===== src/rtl/trans_router_n_if.sv =====
// Bundle for the trans_router_n port set: input side, per-channel outputs, counter readout.
// master: drives init/thresholds/data_in/push/pop/req/idx and observes everything else.
// slave:  the router itself, the reverse direction of master.
interface trans_router_n_if #(
  parameter int DATA_SIZE = 12,
  parameter int CHANNELS  = 4,
  parameter int DEPTH     = 8,
  parameter int CNT_SIZE  = 5
);
  localparam int CH_BITS = $clog2(CHANNELS);
  localparam int TH_SIZE = $clog2(DEPTH) + 1;

  logic                          init;
  logic [TH_SIZE-1:0]            th_almost_full;
  logic [TH_SIZE-1:0]            th_almost_empty;
  logic [DATA_SIZE-1:0]          data_in;
  logic                          push;
  logic [CHANNELS-1:0]           pop;
  logic [CHANNELS*DATA_SIZE-1:0] data_out;
  logic [CHANNELS-1:0]           valid_out;
  logic [CHANNELS-1:0]           full;
  logic [CHANNELS-1:0]           empty;
  logic [CHANNELS-1:0]           almost_full;
  logic [CHANNELS-1:0]           almost_empty;
  logic                          req;
  logic [CH_BITS:0]              idx;
  logic [CNT_SIZE-1:0]           data_out_cont;
  logic                          valid_cont;
  logic [2:0]                    state;
  logic                          idle;
  logic                          error;

  modport master (
    output init, th_almost_full, th_almost_empty, data_in, push, pop, req, idx,
    input  data_out, valid_out, full, empty, almost_full, almost_empty,
           data_out_cont, valid_cont, state, idle, error
  );

  modport slave (
    input  init, th_almost_full, th_almost_empty, data_in, push, pop, req, idx,
    output data_out, valid_out, full, empty, almost_full, almost_empty,
           data_out_cont, valid_cont, state, idle, error
  );
endinterface


===== src/rtl/trans_router_n.sv =====
// Routes each pushed datum to one of CHANNELS FIFOs by its top CH_BITS, with per-channel pop counters.
// Latency: push visible in FIFO next edge; pop data/valid_out and counter readout registered, 1 cycle.
// Backpressure: none upstream; push into a full FIFO without a same-cycle pop drops it and enters ERROR.
// Ports: clk, reset_L (async active-low), bus (trans_router_n_if.slave: push/pop side, flags,
//        per-channel data_out/valid_out, counter readout req/idx -> data_out_cont/valid_cont, state/idle/error).
module trans_router_n #(
  parameter int DATA_SIZE = 12,
  parameter int CHANNELS  = 4,
  parameter int DEPTH     = 8,
  parameter int CNT_SIZE  = 5
) (
  input  logic            clk,
  input  logic            reset_L,
  trans_router_n_if.slave bus
);
  localparam int CH_BITS = $clog2(CHANNELS);
  localparam int TH_SIZE = $clog2(DEPTH) + 1;
  localparam int PTR_W   = $clog2(DEPTH);
  localparam int SUM_W   = CNT_SIZE + CH_BITS;
  localparam logic [TH_SIZE-1:0]  FULL_CNT = TH_SIZE'(DEPTH);
  localparam logic [CNT_SIZE-1:0] CNT_MAX  = '1;
  localparam logic [CH_BITS:0]    IDX_SUM  = (CH_BITS+1)'(CHANNELS);

  typedef enum logic [2:0] {
    S_RESET  = 3'd0,
    S_INIT   = 3'd1,
    S_IDLE   = 3'd2,
    S_ACTIVE = 3'd3,
    S_ERROR  = 3'd4
  } state_t;

  state_t              r_state;
  logic [DATA_SIZE-1:0] r_mem      [CHANNELS][DEPTH];
  logic [PTR_W-1:0]     r_wr_ptr   [CHANNELS];
  logic [PTR_W-1:0]     r_rd_ptr   [CHANNELS];
  logic [TH_SIZE-1:0]   r_count    [CHANNELS];
  logic [CNT_SIZE-1:0]  r_pop_cnt  [CHANNELS];
  logic [DATA_SIZE-1:0] r_data_out [CHANNELS];
  logic [CHANNELS-1:0]  r_valid_out;
  logic [TH_SIZE-1:0]   r_th_af;
  logic [TH_SIZE-1:0]   r_th_ae;
  logic [CNT_SIZE-1:0]  r_cont;
  logic                 r_valid_cont;
  logic                 r_error;

  logic [CH_BITS-1:0]   w_dest;
  logic                 w_run;
  logic                 w_pop_state;
  logic                 w_flush;
  logic                 w_push_hit;
  logic                 w_overflow;
  logic                 w_any_nxt;
  logic                 w_all_empty;
  logic [CHANNELS-1:0]  w_pop_acc;
  logic [CHANNELS-1:0]  w_push_acc;
  logic [CHANNELS-1:0]  w_full;
  logic [TH_SIZE-1:0]   w_cnt_nxt [CHANNELS];
  logic [SUM_W-1:0]     w_sum;
  logic [CNT_SIZE-1:0]  w_sum_sat;

  // Accept/drop decisions and next-cycle occupancy; init in a running state overrides all traffic.
  always_comb begin
    w_dest      = bus.data_in[DATA_SIZE-1 -: CH_BITS];
    w_run       = (r_state == S_IDLE) || (r_state == S_ACTIVE);
    w_pop_state = w_run || (r_state == S_ERROR);
    w_flush     = bus.init && w_pop_state;
    w_push_hit  = bus.push && w_run && !bus.init;
    w_any_nxt   = 1'b0;
    w_all_empty = 1'b1;
    w_sum       = '0;
    w_pop_acc   = '0;
    w_push_acc  = '0;
    w_full      = '0;
    for (int i = 0; i < CHANNELS; i++) begin
      w_full[i]     = (r_count[i] == FULL_CNT);
      w_pop_acc[i]  = w_pop_state && !bus.init && bus.pop[i] && (r_count[i] != '0);
      // A full channel still takes the push when it is popped in the same cycle.
      w_push_acc[i] = w_push_hit && (w_dest == CH_BITS'(i)) && (!w_full[i] || w_pop_acc[i]);
      w_cnt_nxt[i]  = r_count[i] + TH_SIZE'(w_push_acc[i]) - TH_SIZE'(w_pop_acc[i]);
      w_any_nxt     = w_any_nxt || (w_cnt_nxt[i] != '0);
      w_all_empty   = w_all_empty && (r_count[i] == '0);
      w_sum         = w_sum + SUM_W'(r_pop_cnt[i]);
    end
    w_overflow = w_push_hit && w_full[w_dest] && !w_pop_acc[w_dest];
    w_sum_sat  = (w_sum > SUM_W'(CNT_MAX)) ? CNT_MAX : w_sum[CNT_SIZE-1:0];
  end

  always_comb begin
    bus.data_out     = '0;
    bus.full         = '0;
    bus.empty        = '0;
    bus.almost_full  = '0;
    bus.almost_empty = '0;
    for (int i = 0; i < CHANNELS; i++) begin
      bus.data_out[i*DATA_SIZE +: DATA_SIZE] = r_data_out[i];
      bus.full[i]         = w_full[i];
      bus.empty[i]        = (r_count[i] == '0);
      bus.almost_full[i]  = (r_count[i] >= r_th_af);
      bus.almost_empty[i] = (r_count[i] <= r_th_ae);
    end
  end

  assign bus.valid_out     = r_valid_out;
  assign bus.data_out_cont = r_cont;
  assign bus.valid_cont    = r_valid_cont;
  assign bus.state         = r_state;
  assign bus.error         = r_error;
  assign bus.idle          = (r_state == S_IDLE) && w_all_empty;

  // Storage carries no reset: occupancy counts alone define what is valid.
  always_ff @(posedge clk) begin
    if (|w_push_acc) begin
      r_mem[w_dest][r_wr_ptr[w_dest]] <= bus.data_in;
    end
  end

  always_ff @(posedge clk or negedge reset_L) begin
    if (!reset_L) begin
      r_state      <= S_RESET;
      r_th_af      <= FULL_CNT;
      r_th_ae      <= '0;
      r_error      <= 1'b0;
      r_valid_out  <= '0;
      r_cont       <= '0;
      r_valid_cont <= 1'b0;
      for (int i = 0; i < CHANNELS; i++) begin
        r_count[i]    <= '0;
        r_wr_ptr[i]   <= '0;
        r_rd_ptr[i]   <= '0;
        r_pop_cnt[i]  <= '0;
        r_data_out[i] <= '0;
      end
    end else begin
      // Counter readout: index CHANNELS selects the saturated total, anything above is ignored.
      r_valid_cont <= 1'b0;
      if (bus.req && (bus.idx < IDX_SUM)) begin
        r_cont       <= r_pop_cnt[bus.idx[CH_BITS-1:0]];
        r_valid_cont <= 1'b1;
      end else if (bus.req && (bus.idx == IDX_SUM)) begin
        r_cont       <= w_sum_sat;
        r_valid_cont <= 1'b1;
      end

      if (w_flush) begin
        r_error     <= 1'b0;
        r_valid_out <= '0;
        for (int i = 0; i < CHANNELS; i++) begin
          r_count[i]   <= '0;
          r_wr_ptr[i]  <= '0;
          r_rd_ptr[i]  <= '0;
          r_pop_cnt[i] <= '0;
        end
      end else begin
        for (int i = 0; i < CHANNELS; i++) begin
          r_valid_out[i] <= w_pop_acc[i];
          if (w_pop_acc[i]) begin
            r_data_out[i] <= r_mem[i][r_rd_ptr[i]];
            r_rd_ptr[i]   <= r_rd_ptr[i] + PTR_W'(1);
            if (r_pop_cnt[i] != CNT_MAX) begin
              r_pop_cnt[i] <= r_pop_cnt[i] + CNT_SIZE'(1);
            end
          end
          if (w_push_acc[i]) begin
            r_wr_ptr[i] <= r_wr_ptr[i] + PTR_W'(1);
          end
          r_count[i] <= w_cnt_nxt[i];
        end
        if (w_overflow) begin
          r_error <= 1'b1;
        end
      end

      case (r_state)
        S_RESET: r_state <= S_INIT;
        S_INIT: begin
          r_th_af <= bus.th_almost_full;
          r_th_ae <= bus.th_almost_empty;
          if (!bus.init) begin
            r_state <= S_IDLE;
          end
        end
        S_IDLE, S_ACTIVE: begin
          if (bus.init) begin
            r_state <= S_INIT;
          end else if (w_overflow) begin
            r_state <= S_ERROR;
          end else begin
            r_state <= w_any_nxt ? S_ACTIVE : S_IDLE;
          end
        end
        S_ERROR: begin
          if (bus.init) begin
            r_state <= S_INIT;
          end
        end
        default: r_state <= S_RESET;
      endcase
    end
  end
endmodule


===== src/flat_wrapper.sv =====
// flat-port wrapper written by rule: the top's interface ports become plain ports
module trans_router_n_flat 
#(
  parameter int DATA_SIZE = 12,
  parameter int CHANNELS  = 4,
  parameter int DEPTH     = 8,
  parameter int CNT_SIZE  = 5
)
  (clk, reset_L, bus_init, bus_th_almost_full, bus_th_almost_empty, bus_data_in, bus_push, bus_pop, bus_req, bus_idx, bus_data_out, bus_valid_out, bus_full, bus_empty, bus_almost_full, bus_almost_empty, bus_data_out_cont, bus_valid_cont, bus_state, bus_idle, bus_error);
  trans_router_n_if #(.DATA_SIZE(DATA_SIZE), .CHANNELS(CHANNELS), .DEPTH(DEPTH), .CNT_SIZE(CNT_SIZE)) bus_i ();
  input  logic clk;
  input  logic reset_L;
  input wire logic [$bits(bus_i.init)-1:0] bus_init;
  input wire logic [$bits(bus_i.th_almost_full)-1:0] bus_th_almost_full;
  input wire logic [$bits(bus_i.th_almost_empty)-1:0] bus_th_almost_empty;
  input wire logic [$bits(bus_i.data_in)-1:0] bus_data_in;
  input wire logic [$bits(bus_i.push)-1:0] bus_push;
  input wire logic [$bits(bus_i.pop)-1:0] bus_pop;
  input wire logic [$bits(bus_i.req)-1:0] bus_req;
  input wire logic [$bits(bus_i.idx)-1:0] bus_idx;
  output wire logic [$bits(bus_i.data_out)-1:0] bus_data_out;
  output wire logic [$bits(bus_i.valid_out)-1:0] bus_valid_out;
  output wire logic [$bits(bus_i.full)-1:0] bus_full;
  output wire logic [$bits(bus_i.empty)-1:0] bus_empty;
  output wire logic [$bits(bus_i.almost_full)-1:0] bus_almost_full;
  output wire logic [$bits(bus_i.almost_empty)-1:0] bus_almost_empty;
  output wire logic [$bits(bus_i.data_out_cont)-1:0] bus_data_out_cont;
  output wire logic [$bits(bus_i.valid_cont)-1:0] bus_valid_cont;
  output wire logic [$bits(bus_i.state)-1:0] bus_state;
  output wire logic [$bits(bus_i.idle)-1:0] bus_idle;
  output wire logic [$bits(bus_i.error)-1:0] bus_error;
  assign bus_i.init = bus_init;
  assign bus_i.th_almost_full = bus_th_almost_full;
  assign bus_i.th_almost_empty = bus_th_almost_empty;
  assign bus_i.data_in = bus_data_in;
  assign bus_i.push = bus_push;
  assign bus_i.pop = bus_pop;
  assign bus_i.req = bus_req;
  assign bus_i.idx = bus_idx;
  assign bus_data_out = bus_i.data_out;
  assign bus_valid_out = bus_i.valid_out;
  assign bus_full = bus_i.full;
  assign bus_empty = bus_i.empty;
  assign bus_almost_full = bus_i.almost_full;
  assign bus_almost_empty = bus_i.almost_empty;
  assign bus_data_out_cont = bus_i.data_out_cont;
  assign bus_valid_cont = bus_i.valid_cont;
  assign bus_state = bus_i.state;
  assign bus_idle = bus_i.idle;
  assign bus_error = bus_i.error;
  trans_router_n #(.DATA_SIZE(DATA_SIZE), .CHANNELS(CHANNELS), .DEPTH(DEPTH), .CNT_SIZE(CNT_SIZE)) u_core (.clk(clk), .reset_L(reset_L), .bus(bus_i));
endmodule

===== config.mk =====
export PLATFORM = sky130hd
export DESIGN_NAME = trans_router_n_flat
export DESIGN_NICKNAME = d
export VERILOG_FILES = /design/src/rtl/trans_router_n_if.sv /design/src/rtl/trans_router_n.sv /design/src/flat_wrapper.sv
export SDC_FILE = /design/constraint.sdc
export NUM_CORES = 1
export LEC_CHECK = 0
export BUFFER_PORTS_ARGS = -buffer_cell sky130_fd_sc_hd__clkbuf_2
export CELL_PAD_IN_SITES_DETAIL_PLACEMENT = 0
export CELL_PAD_IN_SITES_GLOBAL_PLACEMENT = 1
export CORE_MARGIN = 10
export CORE_UTILIZATION = 45
export CTS_BUF_LIST = sky130_fd_sc_hd__clkbuf_8
export DETAILED_ROUTE_END_ITERATION = 7
export GPL_TIMING_DRIVEN = 0
export PLACE_DENSITY_LB_ADDON = 0.1
export SYNTH_ARGS = -nofsm -noshare
export SYNTH_HDL_FRONTEND = slang
export SYNTH_SLANG_ARGS = --single-unit

===== constraint.sdc =====
create_clock -name clk -period 3.2 [get_ports clk]
set_clock_uncertainty 0.05 [all_clocks]
set_input_delay 0.48 -clock clk [delete_from_list [all_inputs] [get_ports clk]]
set_output_delay 0.48 -clock clk [all_outputs]
set_load 0.05 [all_outputs]

==> impl_metrics.xml <==
<?xml version="1.0" encoding="UTF-8"?>
<metrics>
  <group name="hold_path">
    <metric name="worst_hold_path_type" unit="">in2reg</metric>
    <metric name="timing.hold.worst_endpoint" unit="">u_core.bus.data_out_cont[4]</metric>
    <metric name="hold_path_startpoint" unit="">bus_req</metric>
    <metric name="hold_path_depth" unit="">3</metric>
  </group>
  <group name="routing">
    <metric name="drt_wl_total" unit="um">51800</metric>
    <metric name="antenna_violating_nets_post_route" unit="">0</metric>
    <metric name="topRoutingLayerUsed" unit="">met4</metric>
    <metric name="dr_total_vias" unit="">12348</metric>
    <metric name="routed_via_density" unit="">5.39</metric>
    <metric name="wl_met1" unit="um">22400</metric>
    <metric name="met2WireLength" unit="um">25600</metric>
    <metric name="detail_route.wl_per_cell" unit="um">22.6</metric>
    <metric name="detail_route.iter0.violations" unit="">720</metric>
    <metric name="wl_met3" unit="um">2730</metric>
    <metric name="drc" unit="">0</metric>
    <metric name="drt_pass1_iterations" unit="">5</metric>
  </group>
  <group name="logic_synthesis">
    <metric name="commonest_register_cell_after_synthesis" unit="">edfxtp_1</metric>
    <metric name="async_set_or_reset_register_ratio_after_synthesis" unit="%">25.3</metric>
    <metric name="synth.cell_area" unit="um^2">21900</metric>
    <metric name="synthesized_area_fraction_occupied_by_ao_oa_aoi_and_oai_cells" unit="%">3.80</metric>
    <metric name="yosys_warnings" unit="">0</metric>
    <metric name="count_of_flip_flops_with_a_built_in_enable_after_synthesis" unit="">384</metric>
    <metric name="synth_top_family_by_area" unit="">multiplexers</metric>
    <metric name="synth_seq_cells" unit="">514</metric>
    <metric name="synthesized_instance_count" unit="">1322</metric>
    <metric name="avgSynthCellArea" unit="um^2">16.6</metric>
    <metric name="post_synth_fa_ha_maj_area_fraction" unit="%">5.68</metric>
    <metric name="netlist-cell-type-count" unit="">51</metric>
    <metric name="post_synth_mux_area_share" unit="%">13.3</metric>
    <metric name="synth_xor_xnor_area_share" unit="%">1.40</metric>
    <metric name="yosysSeqAreaShare" unit="%">67.4</metric>
    <metric name="synthesis.nets" unit="">1447</metric>
    <metric name="synth_simple_gate_area_share" unit="%">6.03</metric>
  </group>
  <group name="layout">
    <metric name="post-route-cell-area" unit="um^2">26400</metric>
    <metric name="layout_commonest_cell" unit="">edfxtp_1</metric>
    <metric name="nFillCells" unit="">3876</metric>
    <metric name="mostFrequentLayoutCells" unit="">edfxtp_1 (384), dfrtp_1 (121), clkbuf_2 (107), mux4_2 (104), clkbuf_8 (99)</metric>
    <metric name="finish.net_count" unit="">1730</metric>
    <metric name="area_growth_syn_to_fin" unit="%">20.5</metric>
    <metric name="final_layout_size_suffix_gt1_share" unit="%">30.8</metric>
  </group>
  <group name="worst_setup_path">
    <metric name="crit_path_start_kind" unit="">flip-flop</metric>
    <metric name="worstPathRequired" unit="ns">3.67</metric>
    <metric name="crit-reg2reg-launch" unit="">u_core.r_pop_cnt[15]</metric>
    <metric name="crit_fanout" unit="">5</metric>
    <metric name="timing.reg2reg.worst_path_depth" unit="">14</metric>
    <metric name="worstPathCellList" unit="">ha_4 -&gt; fa_2 -&gt; inv_2 -&gt; fa_1 -&gt; inv_1 -&gt; ha_2 -&gt; inv_2 -&gt; fa_2 -&gt; nand4b_1 -&gt; o22a_1 -&gt; o22ai_2 -&gt; nand3_4 -&gt; o22ai_2 -&gt; o21ai_1</metric>
    <metric name="worstPathArrival" unit="ns">3.82</metric>
    <metric name="crit_type" unit="">reg2reg</metric>
    <metric name="regToRegSetupSlack" unit="ns">-0.15</metric>
    <metric name="critPathMaxStageDelay" unit="ns">0.52</metric>
    <metric name="reg2reg_to" unit="">u_core.bus.data_out_cont[3]</metric>
    <metric name="critical-path-slowest-cell" unit="">fa_2</metric>
    <metric name="crit_path_end_kind" unit="">flip-flop</metric>
  </group>
  <group name="sta">
    <metric name="fmax" unit="MHz">298</metric>
    <metric name="layout_min_cycle_time" unit="ns">3.35</metric>
    <metric name="hold_viol" unit="">0</metric>
    <metric name="min_setup_slack_post_route" unit="ns">-0.153</metric>
    <metric name="setup_viol" unit="">6</metric>
    <metric name="grt_setup_unrepaired" unit="">true</metric>
    <metric name="final_max_slew_viol_count" unit="">0</metric>
    <metric name="finalCritPeriodShare" unit="%">105</metric>
    <metric name="fin_setup_tns" unit="ns">-0.731</metric>
    <metric name="max_slew_margin" unit="%">28.3</metric>
    <metric name="slew_of_the_pin_with_the_lowest_slew_margin" unit="ns">1.07</metric>
    <metric name="finalHoldWorstSlack" unit="ns">0.0551</metric>
  </group>
  <group name="clock_network">
    <metric name="clockBufferDepth" unit="">3</metric>
    <metric name="clkLatencyLatePin" unit="ns">0.67</metric>
    <metric name="clock_sink_count" unit="">514</metric>
    <metric name="cts_made_buffers" unit="">85</metric>
    <metric name="cts_root_buffer" unit="">clkbuf_8</metric>
    <metric name="cts-htree-levels" unit="">3</metric>
    <metric name="clk_transition_reported_paths" unit="ns">0.06</metric>
    <metric name="tritoncts_clock_tree" unit="">done</metric>
  </group>
  <group name="placed_design">
    <metric name="pre_cts_slack" unit="ns">-1.40</metric>
    <metric name="place.port_buffers" unit="">109</metric>
    <metric name="placedInstanceArea" unit="um^2">23600</metric>
    <metric name="gpl.final_weighted_congestion" unit="">0.774</metric>
    <metric name="hpwl" unit="um">33300</metric>
  </group>
  <group name="die">
    <metric name="floorplan.core_area" unit="um^2">47900</metric>
    <metric name="die_area" unit="um^2">58000</metric>
    <metric name="initial_core_util" unit="%">45.8</metric>
    <metric name="die_height" unit="um">241</metric>
    <metric name="floorplan.rows" unit="">80</metric>
    <metric name="die_x" unit="um">241</metric>
    <metric name="floorplan.io_pins" unit="">111</metric>
  </group>
  <group name="outcome">
    <metric name="failed_checks" unit="">setup timing</metric>
    <metric name="outcome" unit="">complete, but fails checks</metric>
  </group>
  <group name="grt">
    <metric name="grt_antenna_before_repair" unit="">0</metric>
    <metric name="grt_start_max_net_pins" unit="">96</metric>
    <metric name="grt_pass1_wl" unit="um">80600</metric>
    <metric name="vias_in_the_first_global_route" unit="">13207</metric>
    <metric name="grt-ovfl-total" unit="">0</metric>
    <metric name="track_usage" unit="%">18.5</metric>
  </group>
  <group name="power_and_ir_drop">
    <metric name="p_leak" unit="nW">10.1</metric>
    <metric name="ratio_of_total_power_to_cell_area" unit="nW/um^2">785</metric>
    <metric name="vdd.ir_drop.worst" unit="V">0.000331</metric>
  </group>
  <group name="job">
    <metric name="timing.max_cap.violations" unit="">0</metric>
  </group>
</metrics>
==> power breakdown <==
| group | internal, mW | switching, mW |
|---|---|---|
| clock | 2.99 | 2.59 |
| sequential | 7.75 | 0.445 |
| combinational | 2.54 | 4.44 |
| total | 13.3 | 7.48 |
==> cell usage after synthesis (8+ instances only) <==
cell type	number	area (um^2)
a21oi_1	19	95.1
buf_1	8	30.0
buf_2	8	40.0
clkbuf_1	41	154
dfrtp_1	129	3230
edfxtp_1	384	11500
fa_1	11	220
ha_1	82	1030
inv_1	68	255
mux2i_1	56	561
mux4_2	104	2340
nand2_1	89	334
nand2b_1	16	100
nand3_1	16	80.1
nor2_1	52	195
nor2b_1	12	75.1
nor3_1	18	90.1
nor3_2	15	150
o21ai_0	81	405
xnor2_1	19	166
xor2_1	16	140
==> cell type report <==
cell class | count | area, um^2 | share of cell area, %
clock buffer | 96 | 1320 | 5.00
antenna | 1 | 2.50 | 0.00946
multi-input combinational | 679 | 7110 | 26.9
tap | 615 | 769 | 2.91
clock inverter | 59 | 333 | 1.26
timing repair buffer | 197 | 1570 | 5.94
inverter | 68 | 259 | 0.979
buffer | 60 | 283 | 1.07
sequential | 514 | 14800 | 55.9
==> what timing repair did <==
| item | 4_1_cts | 5_1_grt |
|---|---|---|
| pin swaps | 37 | 22 |
| setup endpoints to repair | 400 | 255 |
| cloned | 2 | 2 |
| gates resized for setup | 63 | 39 |
| hold buffers | 10 | 0 |
| hold endpoints to repair | 44 | 0 |
| buffers inserted | 35 | 26 |
==> worst max-delay path: cells and delay by family, from the launching register on <==
kind                       cells  cell delay, ns
buffers and inverters          3            0.15
DFF                            1            0.43
adders and majority gates      5            1.64
and+or+nand+nor                2            0.32
AOI/OAI and AO/OA              4            0.65
==> registers in the layout, summed over array words and instances, names as in the netlist <==
register / flops
u_core.r_rd_ptr: 12
u_core.bus.error: 1
u_core.r_th_ae: 4
u_core.r_count: 16
u_core.bus.valid_out: 4
u_core.bus.state: 3
u_core.r_pop_cnt: 20
u_core.bus.data_out_cont: 5
u_core.bus.data_out: 48
u_core.bus.valid_cont: 1
u_core.r_wr_ptr: 12
u_core.r_th_af: 4
u_core.r_mem: 384
==> worst max path at each step <==
stage | slack, ns | to | cells past startpoint | startpoint
floorplan | -0.31 | u_core.r_mem[1][72] | 6 | u_core.bus.state[2]
global placement | -2.06 | u_core.r_mem[1][80] | 7 | bus_data_in[10]
detailed placement | -1.40 | u_core.r_mem[1][90] | 7 | bus_data_in[10]
CTS | -0.24 | u_core.bus.state[0] | 16 | u_core.r_count[6]
global route | -0.29 | u_core.bus.state[0] | 16 | u_core.r_count[6]
finish | -0.15 | u_core.bus.data_out_cont[3] | 14 | u_core.r_pop_cnt[15]
==> layer usage <==
metal | vias up | track usage (%)
met4 | 0 | 6.27
met2 | 302 | 30.7
met3 | 74 | 3.64
met1 | 6360 | 24.1
met5 | - | 0
li1 | 5612 | -
==> kinds of logic (layout without fill, tap and decap cells) <==
logic type,after synthesis,in the layout
buffers and inverters,129,480
DFF,514,514
and+or+nand+nor,257,257
other,0,1
adders and majority gates,93,93
AOI/OAI and AO/OA,132,132
muxes,162,162
xor gates and xnor gates,35,35
==> per-stage QoR <==
stage / total power [mW] / utilization (%) / cells
final: 20.8 / 55.2 / 2289
after global routing: 22.0 / 55.2 / 2288
after CTS: 20.9 / 54.3 / 2262
after detailed placement: 15.0 / 49.1 / 2061
after global placement: 14.9 / 48.6 / 2046
after floorplan: 13.2 / - / 1322
Power figures use the tool's default switching activity.
